File: config.mk
export PLATFORM = sky130hd
export DESIGN_NAME = bg_dma_loader_flat
export DESIGN_NICKNAME = d
export VERILOG_FILES = /design/src/rtl/bg_dma_loader_if.sv /design/src/rtl/bg_dma_loader.sv /design/src/flat_wrapper.sv
export SDC_FILE = /design/constraint.sdc
export NUM_CORES = 1
export LEC_CHECK = 0
export ABC_CLOCK_PERIOD_IN_PS = 7770
export BUFFER_PORTS_ARGS = -buffer_cell sky130_fd_sc_hd__buf_4
export CORE_MARGIN = 2
export CORE_UTILIZATION = 41
export CTS_CLUSTER_SIZE = 8
export DETAILED_ROUTE_END_ITERATION = 8
export GPL_TIMING_DRIVEN = 0
export PLACE_DENSITY = 0.77
export SYNTH_ARGS = -nofsm -noshare
export SYNTH_HDL_FRONTEND = slang
export SYNTH_SLANG_ARGS = --single-unit
File: constraint.sdc
create_clock -name Clk -period 7.77 [get_ports Clk]
set_clock_uncertainty 0.15 [all_clocks]
set_input_delay 2.331 -clock Clk [delete_from_list [all_inputs] [get_ports Clk]]
set_output_delay 2.331 -clock Clk [all_outputs]
set_load 0.01 [all_outputs]
File: src/rtl/bg_dma_loader_if.sv
// Bus bundle for bg_dma_loader: game-state control, SRAM read port, OCM write port and status.
// The master modport is the loader's view; slave is the surrounding system's view.
interface bg_dma_loader_if #(
  parameter int unsigned DW      = 16,
  parameter int unsigned SRAM_AW = 20,
  parameter int unsigned OCM_AW  = 19,
  parameter int unsigned SEL_W   = 2
);
  // Control
  logic               start;
  logic               abort;
  logic [SEL_W-1:0]   bg_sel;
  logic               fill_mode;
  logic [DW-1:0]      fill_word;
  // SRAM read port
  logic               sram_req;
  logic [SRAM_AW-1:0] sram_addr;
  logic [DW-1:0]      sram_rdata;
  logic               sram_ack;
  // OCM write port
  logic               ocm_we;
  logic [OCM_AW-1:0]  ocm_addr;
  logic [DW-1:0]      ocm_wdata;
  logic               ocm_ack;
  // Status
  logic               busy;
  logic               done;
  logic               aborted;
  logic               mark_hit;
  logic [SRAM_AW-1:0] words_done;

  modport master (
    input  start, abort, bg_sel, fill_mode, fill_word, sram_rdata, sram_ack, ocm_ack,
    output sram_req, sram_addr, ocm_we, ocm_addr, ocm_wdata,
    output busy, done, aborted, mark_hit, words_done
  );

  modport slave (
    output start, abort, bg_sel, fill_mode, fill_word, sram_rdata, sram_ack, ocm_ack,
    input  sram_req, sram_addr, ocm_we, ocm_addr, ocm_wdata,
    input  busy, done, aborted, mark_hit, words_done
  );
endinterface

File: src/rtl/bg_dma_loader.sv
// Background loader: copies one stored background from SRAM into the OCM frame buffer,
// or fills it with a constant word. Supports abort and an optional end-marker stop.
module bg_dma_loader #(
  parameter int unsigned   DW       = 16,
  parameter int unsigned   SRAM_AW  = 20,
  parameter int unsigned   OCM_AW   = 19,
  parameter int unsigned   NUM_BG   = 4,
  parameter int unsigned   BG_WORDS = 153600,
  parameter bit            MARK_EN  = 1'b1,
  parameter logic [DW-1:0] MARK_MIN = DW'(16'hF000)
) (
  input logic             Clk,
  input logic             Reset_n,
  bg_dma_loader_if.master bus
);

  localparam logic [SRAM_AW-1:0] LastIdx = SRAM_AW'(BG_WORDS - 1);

  typedef enum logic [1:0] {StIdle, StRead, StWrite, StFin} state_e;

  state_e             state_q, state_d;
  logic               sram_req_q, ocm_we_q;
  logic [SRAM_AW-1:0] base_q, base_d;
  logic [SRAM_AW-1:0] idx_q;
  logic [DW-1:0]      skid_q;
  logic [DW-1:0]      fill_word_q;
  logic               fill_q;
  logic               mark_hit_q;
  logic               done_q;
  logic               aborted_q;

  logic start_ok;
  logic abort_hit;
  logic rd_ack;
  logic wr_ack;
  logic is_mark;

  always_comb begin
    start_ok  = (state_q == StIdle) && bus.start;
    abort_hit = (state_q != StIdle) && bus.abort;
    // An ack arriving together with abort is dropped.
    rd_ack    = (state_q == StRead) && bus.sram_ack && !bus.abort;
    wr_ack    = (state_q == StWrite) && bus.ocm_ack && !bus.abort;
    is_mark   = MARK_EN && (bus.sram_rdata >= MARK_MIN);
    if (32'(bus.bg_sel) >= NUM_BG) begin
      base_d = '0;
    end else begin
      base_d = SRAM_AW'(bus.bg_sel) * SRAM_AW'(BG_WORDS);
    end
  end

  // State register; request strobes are registered from the next state.
  always_ff @(posedge Clk or negedge Reset_n) begin
    if (!Reset_n) begin
      state_q    <= StIdle;
      sram_req_q <= 1'b0;
      ocm_we_q   <= 1'b0;
    end else begin
      state_q    <= state_d;
      sram_req_q <= (state_d == StRead);
      ocm_we_q   <= (state_d == StWrite);
    end
  end

  always_comb begin
    state_d = state_q;
    unique case (state_q)
      StIdle: begin
        if (bus.start) begin
          state_d = bus.fill_mode ? StWrite : StRead;
        end
      end
      StRead: begin
        if (bus.abort) begin
          state_d = StIdle;
        end else if (bus.sram_ack) begin
          state_d = is_mark ? StFin : StWrite;
        end
      end
      StWrite: begin
        if (bus.abort) begin
          state_d = StIdle;
        end else if (bus.ocm_ack) begin
          if (idx_q == LastIdx) begin
            state_d = StFin;
          end else begin
            state_d = fill_q ? StWrite : StRead;
          end
        end
      end
      StFin: begin
        state_d = StIdle;
      end
      default: begin
        state_d = StIdle;
      end
    endcase
  end

  // Datapath: latched request parameters, skid word, word index and status pulses.
  always_ff @(posedge Clk or negedge Reset_n) begin
    if (!Reset_n) begin
      base_q      <= '0;
      idx_q       <= '0;
      skid_q      <= '0;
      fill_word_q <= '0;
      fill_q      <= 1'b0;
      mark_hit_q  <= 1'b0;
      done_q      <= 1'b0;
      aborted_q   <= 1'b0;
    end else begin
      done_q    <= (state_q == StFin) && !bus.abort;
      aborted_q <= abort_hit;
      if (start_ok) begin
        base_q      <= base_d;
        idx_q       <= '0;
        mark_hit_q  <= 1'b0;
        fill_q      <= bus.fill_mode;
        fill_word_q <= bus.fill_word;
      end
      if (rd_ack) begin
        skid_q <= bus.sram_rdata;
        if (is_mark) begin
          mark_hit_q <= 1'b1;
        end
      end
      if (wr_ack) begin
        idx_q <= idx_q + SRAM_AW'(1);
      end
    end
  end

  // idx only advances on accepted writes, so it doubles as the written-word count.
  always_comb begin
    bus.sram_req   = sram_req_q;
    bus.sram_addr  = base_q + idx_q;
    bus.ocm_we     = ocm_we_q;
    bus.ocm_addr   = OCM_AW'({idx_q, 1'b0});
    bus.ocm_wdata  = fill_q ? fill_word_q : skid_q;
    bus.busy       = (state_q != StIdle);
    bus.done       = done_q;
    bus.aborted    = aborted_q;
    bus.mark_hit   = mark_hit_q;
    bus.words_done = idx_q;
  end

endmodule

File: src/flat_wrapper.sv
// flat-port wrapper written by rule: the top's interface ports become plain ports
module bg_dma_loader_flat 
#(
  parameter int unsigned   DW       = 16,
  parameter int unsigned   SRAM_AW  = 20,
  parameter int unsigned   OCM_AW   = 19,
  parameter int unsigned   NUM_BG   = 4,
  parameter int unsigned   BG_WORDS = 153600,
  parameter bit            MARK_EN  = 1'b1,
  parameter logic [DW-1:0] MARK_MIN = DW'(16'hF000)
)
  (Clk, Reset_n, bus_start, bus_abort, bus_bg_sel, bus_fill_mode, bus_fill_word, bus_sram_rdata, bus_sram_ack, bus_ocm_ack, bus_sram_req, bus_sram_addr, bus_ocm_we, bus_ocm_addr, bus_ocm_wdata, bus_busy, bus_done, bus_aborted, bus_mark_hit, bus_words_done);
  bg_dma_loader_if #(.DW(DW), .SRAM_AW(SRAM_AW), .OCM_AW(OCM_AW), .SEL_W(2)) bus_i ();
  input logic Clk;
  input logic Reset_n;
  input wire logic [$bits(bus_i.start)-1:0] bus_start;
  input wire logic [$bits(bus_i.abort)-1:0] bus_abort;
  input wire logic [$bits(bus_i.bg_sel)-1:0] bus_bg_sel;
  input wire logic [$bits(bus_i.fill_mode)-1:0] bus_fill_mode;
  input wire logic [$bits(bus_i.fill_word)-1:0] bus_fill_word;
  input wire logic [$bits(bus_i.sram_rdata)-1:0] bus_sram_rdata;
  input wire logic [$bits(bus_i.sram_ack)-1:0] bus_sram_ack;
  input wire logic [$bits(bus_i.ocm_ack)-1:0] bus_ocm_ack;
  output wire logic [$bits(bus_i.sram_req)-1:0] bus_sram_req;
  output wire logic [$bits(bus_i.sram_addr)-1:0] bus_sram_addr;
  output wire logic [$bits(bus_i.ocm_we)-1:0] bus_ocm_we;
  output wire logic [$bits(bus_i.ocm_addr)-1:0] bus_ocm_addr;
  output wire logic [$bits(bus_i.ocm_wdata)-1:0] bus_ocm_wdata;
  output wire logic [$bits(bus_i.busy)-1:0] bus_busy;
  output wire logic [$bits(bus_i.done)-1:0] bus_done;
  output wire logic [$bits(bus_i.aborted)-1:0] bus_aborted;
  output wire logic [$bits(bus_i.mark_hit)-1:0] bus_mark_hit;
  output wire logic [$bits(bus_i.words_done)-1:0] bus_words_done;
  assign bus_i.start = bus_start;
  assign bus_i.abort = bus_abort;
  assign bus_i.bg_sel = bus_bg_sel;
  assign bus_i.fill_mode = bus_fill_mode;
  assign bus_i.fill_word = bus_fill_word;
  assign bus_i.sram_rdata = bus_sram_rdata;
  assign bus_i.sram_ack = bus_sram_ack;
  assign bus_i.ocm_ack = bus_ocm_ack;
  assign bus_sram_req = bus_i.sram_req;
  assign bus_sram_addr = bus_i.sram_addr;
  assign bus_ocm_we = bus_i.ocm_we;
  assign bus_ocm_addr = bus_i.ocm_addr;
  assign bus_ocm_wdata = bus_i.ocm_wdata;
  assign bus_busy = bus_i.busy;
  assign bus_done = bus_i.done;
  assign bus_aborted = bus_i.aborted;
  assign bus_mark_hit = bus_i.mark_hit;
  assign bus_words_done = bus_i.words_done;
  bg_dma_loader #(.DW(DW), .SRAM_AW(SRAM_AW), .OCM_AW(OCM_AW), .NUM_BG(NUM_BG), .BG_WORDS(BG_WORDS), .MARK_EN(MARK_EN), .MARK_MIN(MARK_MIN)) u_core (.Clk(Clk), .Reset_n(Reset_n), .bus(bus_i));
endmodule
==> results of run 1 <==
[through the flow]
step	util, %	std cells
CTS	56.4	608
finish	56.4	608
floorplan	-	364
global placement	53.8	592
detailed placement	53.8	592
global route	56.4	608
[flip-flops by register name, summed over array words and instances (netlist names)]
register               count
u_core.fill_q              1
u_core.bus.done            1
u_core.skid_q             16
u_core.fill_word_q        16
u_core.base_q              6
u_core.bus.sram_req        1
u_core.bus.ocm_we          1
u_core.bus.words_done     20
u_core.bus.aborted         1
u_core.state_q             2
u_core.bus.mark_hit        1
[per-layer routing]
metal,vias up,wire length [um]
met4,0,166
met1,1471,3610
met3,17,673
met2,129,4290
met5,-,0
li1,1500,-
[power by group]
group          leakage, nW  switching, mW  total, mW  internal [mW]
combinational         1.56          0.203      0.442          0.239
sequential           0.850         0.0550      0.490          0.435
clock                0.110          0.145      0.329          0.183
total                 2.52          0.403       1.26          0.857
[worst paths after layout]
kind | slack, ps | endpoint | startpoint | depth (start not counted)
max in group asynchronous | 4990 | u_core.base_q[18] | Reset_n | 1
worst max register to register | 5730 | u_core.skid_q[8] | u_core.state_q[1] | 4
min in group asynchronous | 1920 | u_core.bus.words_done[16] | Reset_n | 1
worst min-delay path | 320 | u_core.fill_word_q[15] | u_core.fill_word_q[15] | 2
worst max-delay path | 2690 | bus_sram_addr[19] | u_core.bus.words_done[11] | 7
worst min register to register | 320 | u_core.fill_word_q[15] | u_core.fill_word_q[15] | 2
[placed cells by master (no fill, tap or decap), types with 9 or more instances in the layout]
| cell type | synthesis | routed |
|---|---|---|
| buf_4 | 30 | 150 |
| clkbuf_8 | 0 | 9 |
| dfrtp_1 | 66 | 66 |
| ha_1 | 12 | 12 |
| inv_1 | 11 | 11 |
| mux2_2 | 32 | 32 |
| nand2_1 | 82 | 82 |
| nand3_1 | 11 | 11 |
| nor2_1 | 14 | 14 |
| o21ai_0 | 13 | 13 |
[critical path, cell delays in order, from the launching register on]
cell,delay [ps]
dfrtp_1,500
ha_1,280
fa_1,410
a21oi_1,230
o211ai_1,170
o41ai_1,350
xnor2_1,160
buf_4,140
[area by class of cell]
type	count	area share, %
sequential	66	33.9
multi-input combinational	242	33.2
timing repair buffer	120	18.5
buffer	45	6.19
tap	108	2.77
clock buffer	9	2.54
clock inverter	7	2.11
inverter	11	0.847
[logic make-up (layout without fill, tap and decap cells)]
logic type,after synthesis,after routing,share of synthesized area [%]
and+or+nand+nor,143,143,19.0
AOI/OAI and AO/OA,40,40,7.66
DFF,66,66,45.7
other,1,1,0.104
adders and majority gates,13,13,4.71
buffers and inverters,56,192,9.49
xor gates and xnor gates,7,7,1.70
muxes,38,38,11.6
==> metrics.cfg, run 1 <==
[run_status]
outcome = complete, no violations

[final_layout]
nNetsFinal = 549
regArea_mm2 = 0.00165
fill_cells = 737
n_antenna_cell = 0
final_cell_area_mm2 = 0.00487
drive_above_1_share_pct = 42.2
area_delta_synth_final_pct = 35.0
multi_input_area_mm2 = 0.00162

[sta]
period_share_pct = 65.4
setup_ws_ps = 2690
setup_tns_ps = 0
final_hold_viol_count = 0
drv_slew = 0
holdWs_ps = 324
fin_crit_ps = 5080
slew_headroom_pct = 43.8
setup_viol = 0
worst_pin_slew_ps = 843
clock.fmax_mhz = 197
rsz0062_at_grt = no

[yosys]
synth.distinct_cells = 44
synth_top_area_cell = dfrtp_1
syn_avg_cell_area_um2 = 9.92
ys.flop_type = dfrtp_1
async_flop_share_pct = 100
yosysMostFrequentCell = nand2_1
synthTopCellsByArea = dfrtp_1 (46%), mux2_2 (10%), nand2_1 (8.5%), buf_4 (6.2%), ha_1 (4.2%)
yosysTopAreaCellShare_pct = 45.7
synth_edf_count = 0
yosys_register_bits = 66
ys_seq_area_share_pct = 45.7
synthCells = 364
ys_warn_count = 0
netlist_area_mm2 = 0.00361
syn_nets = 418
yosys-top-cells-count = nand2_1 (82), dfrtp_1 (66), mux2_2 (32), buf_4 (30), nor2_1 (14)

[clock_network]
cts_buffer_depth = 2
worstSkewPairLatency_ps = 340
post_cts_resize_count = 0
cts_buffers = 9
htreeDepth = 3
root_buffer = clkbuf_8
path_clk_slew_ps = 80
cts_tree = done
cts_setup_buffers = 0
hold_buffers = 0
cts_sinks = 66

[die]
initial_core_util_pct = 41.8
die_y_um = 97.8
die-area_mm2 = 0.00957
pin_count = 122
coreArea_mm2 = 0.00864
die_x_um = 97.8
num_rows = 34

[grt]
grt_busiest_layer = met2
grt_util_met3_pct = 5.30
grt_pass1_vias = 3155
antenna_found_initial = 0
grtUsageTotal_pct = 19.0
gr-usage-met1_pct = 23.6
grt_start_max_net_pins = 67
grt_first_pass_wirelength_um = 14900
grt_overflow = 0
met2_usage_pct = 31.3

[detailed_routing]
ant_nets = 0
vias = 3117
routed_via_density = 5.13
drt_iter0_drc = 121
drt-total-wl_um = 8740
drt-pass1-iter-count = 4
avgRoutedWirePerCell_um = 14.4
drc = 0

[power_and_ir_drop]
total_power_mw = 1.26
p_leak_nw = 2.52
power.density_mw_per_mm2 = 259
ir_drop_mv = 0.199

[placement]
io_buffers = 120
routabilityCongestion = 0.814
dpl.hpwl_um = 6540
pre_cts_ws_ps = 3070
place_area_mm2 = 0.00465

[worst_setup_path]
worstPathMaxFanout = 10
critPathRequiredTime_ps = 5290
critPathKind = reg2out
arrival_ps = 2600
cp-start-kind = flip-flop
crit_path_end_kind = primary output

[job]
cap_viol_max_count = 0

[hold_path]
hold_class = reg2reg

Power figures use the tool's default switching activity.
==> run 2, diff against run 1 <==
- ABC_AREA: not set -> 1
- ABC_CLOCK_PERIOD_IN_PS: 7770 -> 5100
- PLACE_DENSITY: 0.77 -> 0.76
- clock period: 7.77 -> 5.1 ns (I/O delays scaled with it)
==> run 2 against run 1 <==
Net effect: global-route usage up 0.41 points; power up 49%; register-to-register slack worse by 2500 ps; via count up 12%; clock-buffer cell count unchanged; flip-flop and latch count unchanged; routed wire length up 8.6%; synthesized area up 6.9%; synthesized cell count up 33%; setup slack worse by 1600 ps; sequential power up 56%; clock power up 20%.
==> metrics.cfg, run 2 <==
[power_and_ir_drop]
power_frac_seq_pct = 40.5  ; +1.6 points
comb_power_share_pct = 38.4  ; +3.4 points
p_sw_mw = 0.678  ; +68%
pwr-share-clk_pct = 21.1  ; -5.0 points
ir_drop_mv = 0.281  ; +41%
p_int_mw = 1.20  ; +40%
p_leak_nw = 2.83  ; +13%
sw_frac_of_total_pct = 36.1  ; +4.1 points
power.density_mw_per_mm2 = 370  ; +43%

[sta]
fin_crit_ps = 4000
slew_headroom_pct = 45.4  ; +1.6 points
worst_pin_slew_ps = 819  ; -23.8 ps
setup_viol = 0  ; unchanged
final_hold_viol_count = 0  ; unchanged
setup_tns_ps = 0  ; unchanged
rsz0062_at_grt = no
clock.fmax_mhz = 250
drv_slew = 0  ; unchanged
period_share_pct = 78.4
holdWs_ps = 333  ; +9.31 ps

[detailed_routing]
ant_nets = 0  ; unchanged
avgRoutedWirePerCell_um = 13.0  ; -9.7%
drt-total-wl_um = 9490  ; +8.6%
vias = 3506  ; +12%
drt_iter0_drc = 157  ; +30%
drc = 0  ; unchanged
drt-pass1-iter-count = 4  ; unchanged
routed_via_density = 4.80  ; -6.4%

[hold_path]
hold_class = reg2reg

[clock_network]
cts_sinks = 66  ; unchanged
htreeDepth = 3  ; unchanged
worstSkewPairLatency_ps = 350  ; about the same
cts_buffers = 9  ; unchanged
root_buffer = clkbuf_8
cts_setup_buffers = 0  ; unchanged
cts_buffer_depth = 2  ; unchanged
cts_tree = done
path_clk_slew_ps = 80  ; about the same
hold_buffers = 0  ; unchanged
post_cts_resize_count = 0  ; unchanged

[worst_setup_path]
arrival_ps = 2320  ; -280 ps
path_depth = 9  ; +2
max_stage_delay_ps = 450  ; -50 ps
crit_path_end_kind = primary output
endpoint = bus_sram_addr[17]
critPathSlowestCell = dfrtp_1
path_buf_inv = 1  ; unchanged
critPathKind = reg2out
startpoint = u_core.bus.words_done[11]
ff2ff_path_depth = 8  ; +4
cp-start-kind = flip-flop
crit_chain = ha_1 -> fa_1 -> nand3_1 -> nand3_1 -> nand2_1 -> nand2_1 -> a21oi_1 -> xnor2_1 -> buf_4
worstPathMaxFanout = 6  ; -4
crit_family = adder cells
timing.rr.start = u_core.bus.words_done[0]
reg2reg_to = u_core.bus.sram_req
regToRegSetupSlack_ps = 3190  ; -2540 ps
critPathRequiredTime_ps = 3420  ; -1870 ps

[final_layout]
area_delta_synth_final_pct = 31.5
nNetsFinal = 669  ; +22%
drive_above_1_share_pct = 32.7  ; -9.5 points
n_antenna_cell = 0  ; unchanged
instances_no_fill = 731  ; +20%
layout_commonest_cell = nand2_1
largest_reg_flops = 20  ; unchanged
final_cell_mix = nand2_1 (177), buf_4 (151), dfrtp_1 (66)
fin_util_pct = 55.2  ; -1.2 points

[yosys]
synth_edf_count = 0  ; unchanged
synth.distinct_cells = 40  ; -9.1%
yosysMostFrequentCell = nand2_1
syn_avg_cell_area_um2 = 7.98  ; -20%
yosysTopAreaCellShare_pct = 42.8  ; -3.0 points
ys.flop_type = dfrtp_1
netlist_area_mm2 = 0.00386  ; +6.9%
synthTopCellsByArea = dfrtp_1 (43%), nand2_1 (17%), buf_4 (6.0%), ha_1 (3.9%), inv_1 (3.7%)
syn_nets = 538  ; +29%
async_flop_share_pct = 100  ; unchanged
yosys-top-cells-count = nand2_1 (177), dfrtp_1 (66), inv_1 (38), nor2_1 (32), buf_4 (31)
synthCells = 484  ; +33%
yosys_register_bits = 66  ; unchanged
ys_seq_area_share_pct = 42.8  ; -3.0 points
ys_warn_count = 0  ; unchanged
synth_top_area_cell = dfrtp_1

[die]
initial_core_util_pct = 42.0  ; +0.17 points
die_x_um = 101  ; +3.3%
die-area_mm2 = 0.0102  ; +6.6%
coreArea_mm2 = 0.00920  ; +6.5%
die_y_um = 101  ; +3.3%
pin_count = 122  ; unchanged
num_rows = 35  ; +2.9%

[grt]
grt_overflow = 0  ; unchanged
grtUsageTotal_pct = 19.4  ; +0.41 points
grt_start_max_net_pins = 67  ; unchanged
antenna_found_initial = 0  ; unchanged
grt_first_pass_wirelength_um = 15500  ; +4.1%
grt_pass1_vias = 3346  ; +6.1%

[placement]
dpl.hpwl_um = 7300  ; +12%
dp_cells = 715  ; +21%
io_buffers = 120  ; unchanged
routabilityCongestion = 0.885  ; +8.6%

[job]
cap_viol_max_count = 0  ; unchanged

[run_status]
outcome = complete, no violations

[run 2: cell types whose count changed in the layout (fill, tap and decap cells not counted), moves of 6 or more]
cell	previous run	this run
nand2_1	82	177
inv_1	11	38
mux2_2	32	8
nor2_1	14	32
nand3_1	11	25
a21oi_1	3	15
mux2_4	0	8
o211ai_1	6	0
o41ai_1	6	0
[run 2: through the flow]
stage / total power [mW] / instance area [um^2] / worst slack [ps]
2_1_floorplan: 1.17 / 3860 / 1740
3_3_place_gp: 1.47 / 4900 / 1560
3_5_place_dp: 1.50 / 4900 / 1480
4_1_cts: 1.90 / 5080 / 1080
5_1_grt: 2.02 / 5080 / 916
6_report: 1.88 / 5080 / 1100
[run 2: tightest hold or removal path, stage by stage, from the launching register on]
cell,delay (ps)
dfrtp_1,350
nand2_1,50
nand2_1,50
[run 2: cell type report]
cell class / count / area [um^2]
fillers: 868 / 4120
multi-input cells: 334 / 1760
flip-flops and latches: 66 / 1650
repair buffers: 120 / 901
plain buffers: 41 / 284
inverters: 43 / 161
well taps: 111 / 139
clock buffers: 9 / 124
clock inverters: 7 / 51.3
[run 2: routing by layer]
metal | share of wire, % | GRT usage, %
met4 | 1.2 | 6.86
met1 | 42 | 24.4
met2 | 49 | 31.4
met3 | 7.7 | 6.52
met5 | 0 | 0
[run 2: how the worst min path moves through the flow]
stage                        endpoint                   start  slack, ps  cells past startpoint
2_1_floorplan   u_core.fill_word_q[0]   u_core.fill_word_q[0]        300                      2
3_3_place_gp   u_core.fill_word_q[12]  u_core.fill_word_q[12]        310                      2
3_5_place_dp   u_core.fill_word_q[12]  u_core.fill_word_q[12]        320                      2
4_1_cts        u_core.fill_word_q[12]  u_core.fill_word_q[12]        340                      2
5_1_grt        u_core.fill_word_q[12]  u_core.fill_word_q[12]        350                      2
6_report        u_core.fill_word_q[8]   u_core.fill_word_q[8]        330                      2
[run 2: kinds of logic after synthesis]
family	synth area share, %
AOI/OAI and AO/OA	5.67
xor gates and xnor gates	1.81
adders and majority gates	4.41
buffers and inverters	11.5
DFF	42.8
muxes	5.70
other	0.0971
and+or+nand+nor	28.0
[run 2: power groups by stage]
stage	registers (mW)	clock network [mW]	logic (mW)
floorplan	0.748	0	0.418
global placement	0.762	0	0.710
detailed placement	0.769	0	0.728
CTS	0.762	0.410	0.731
global route	0.780	0.435	0.806
finish	0.762	0.396	0.722
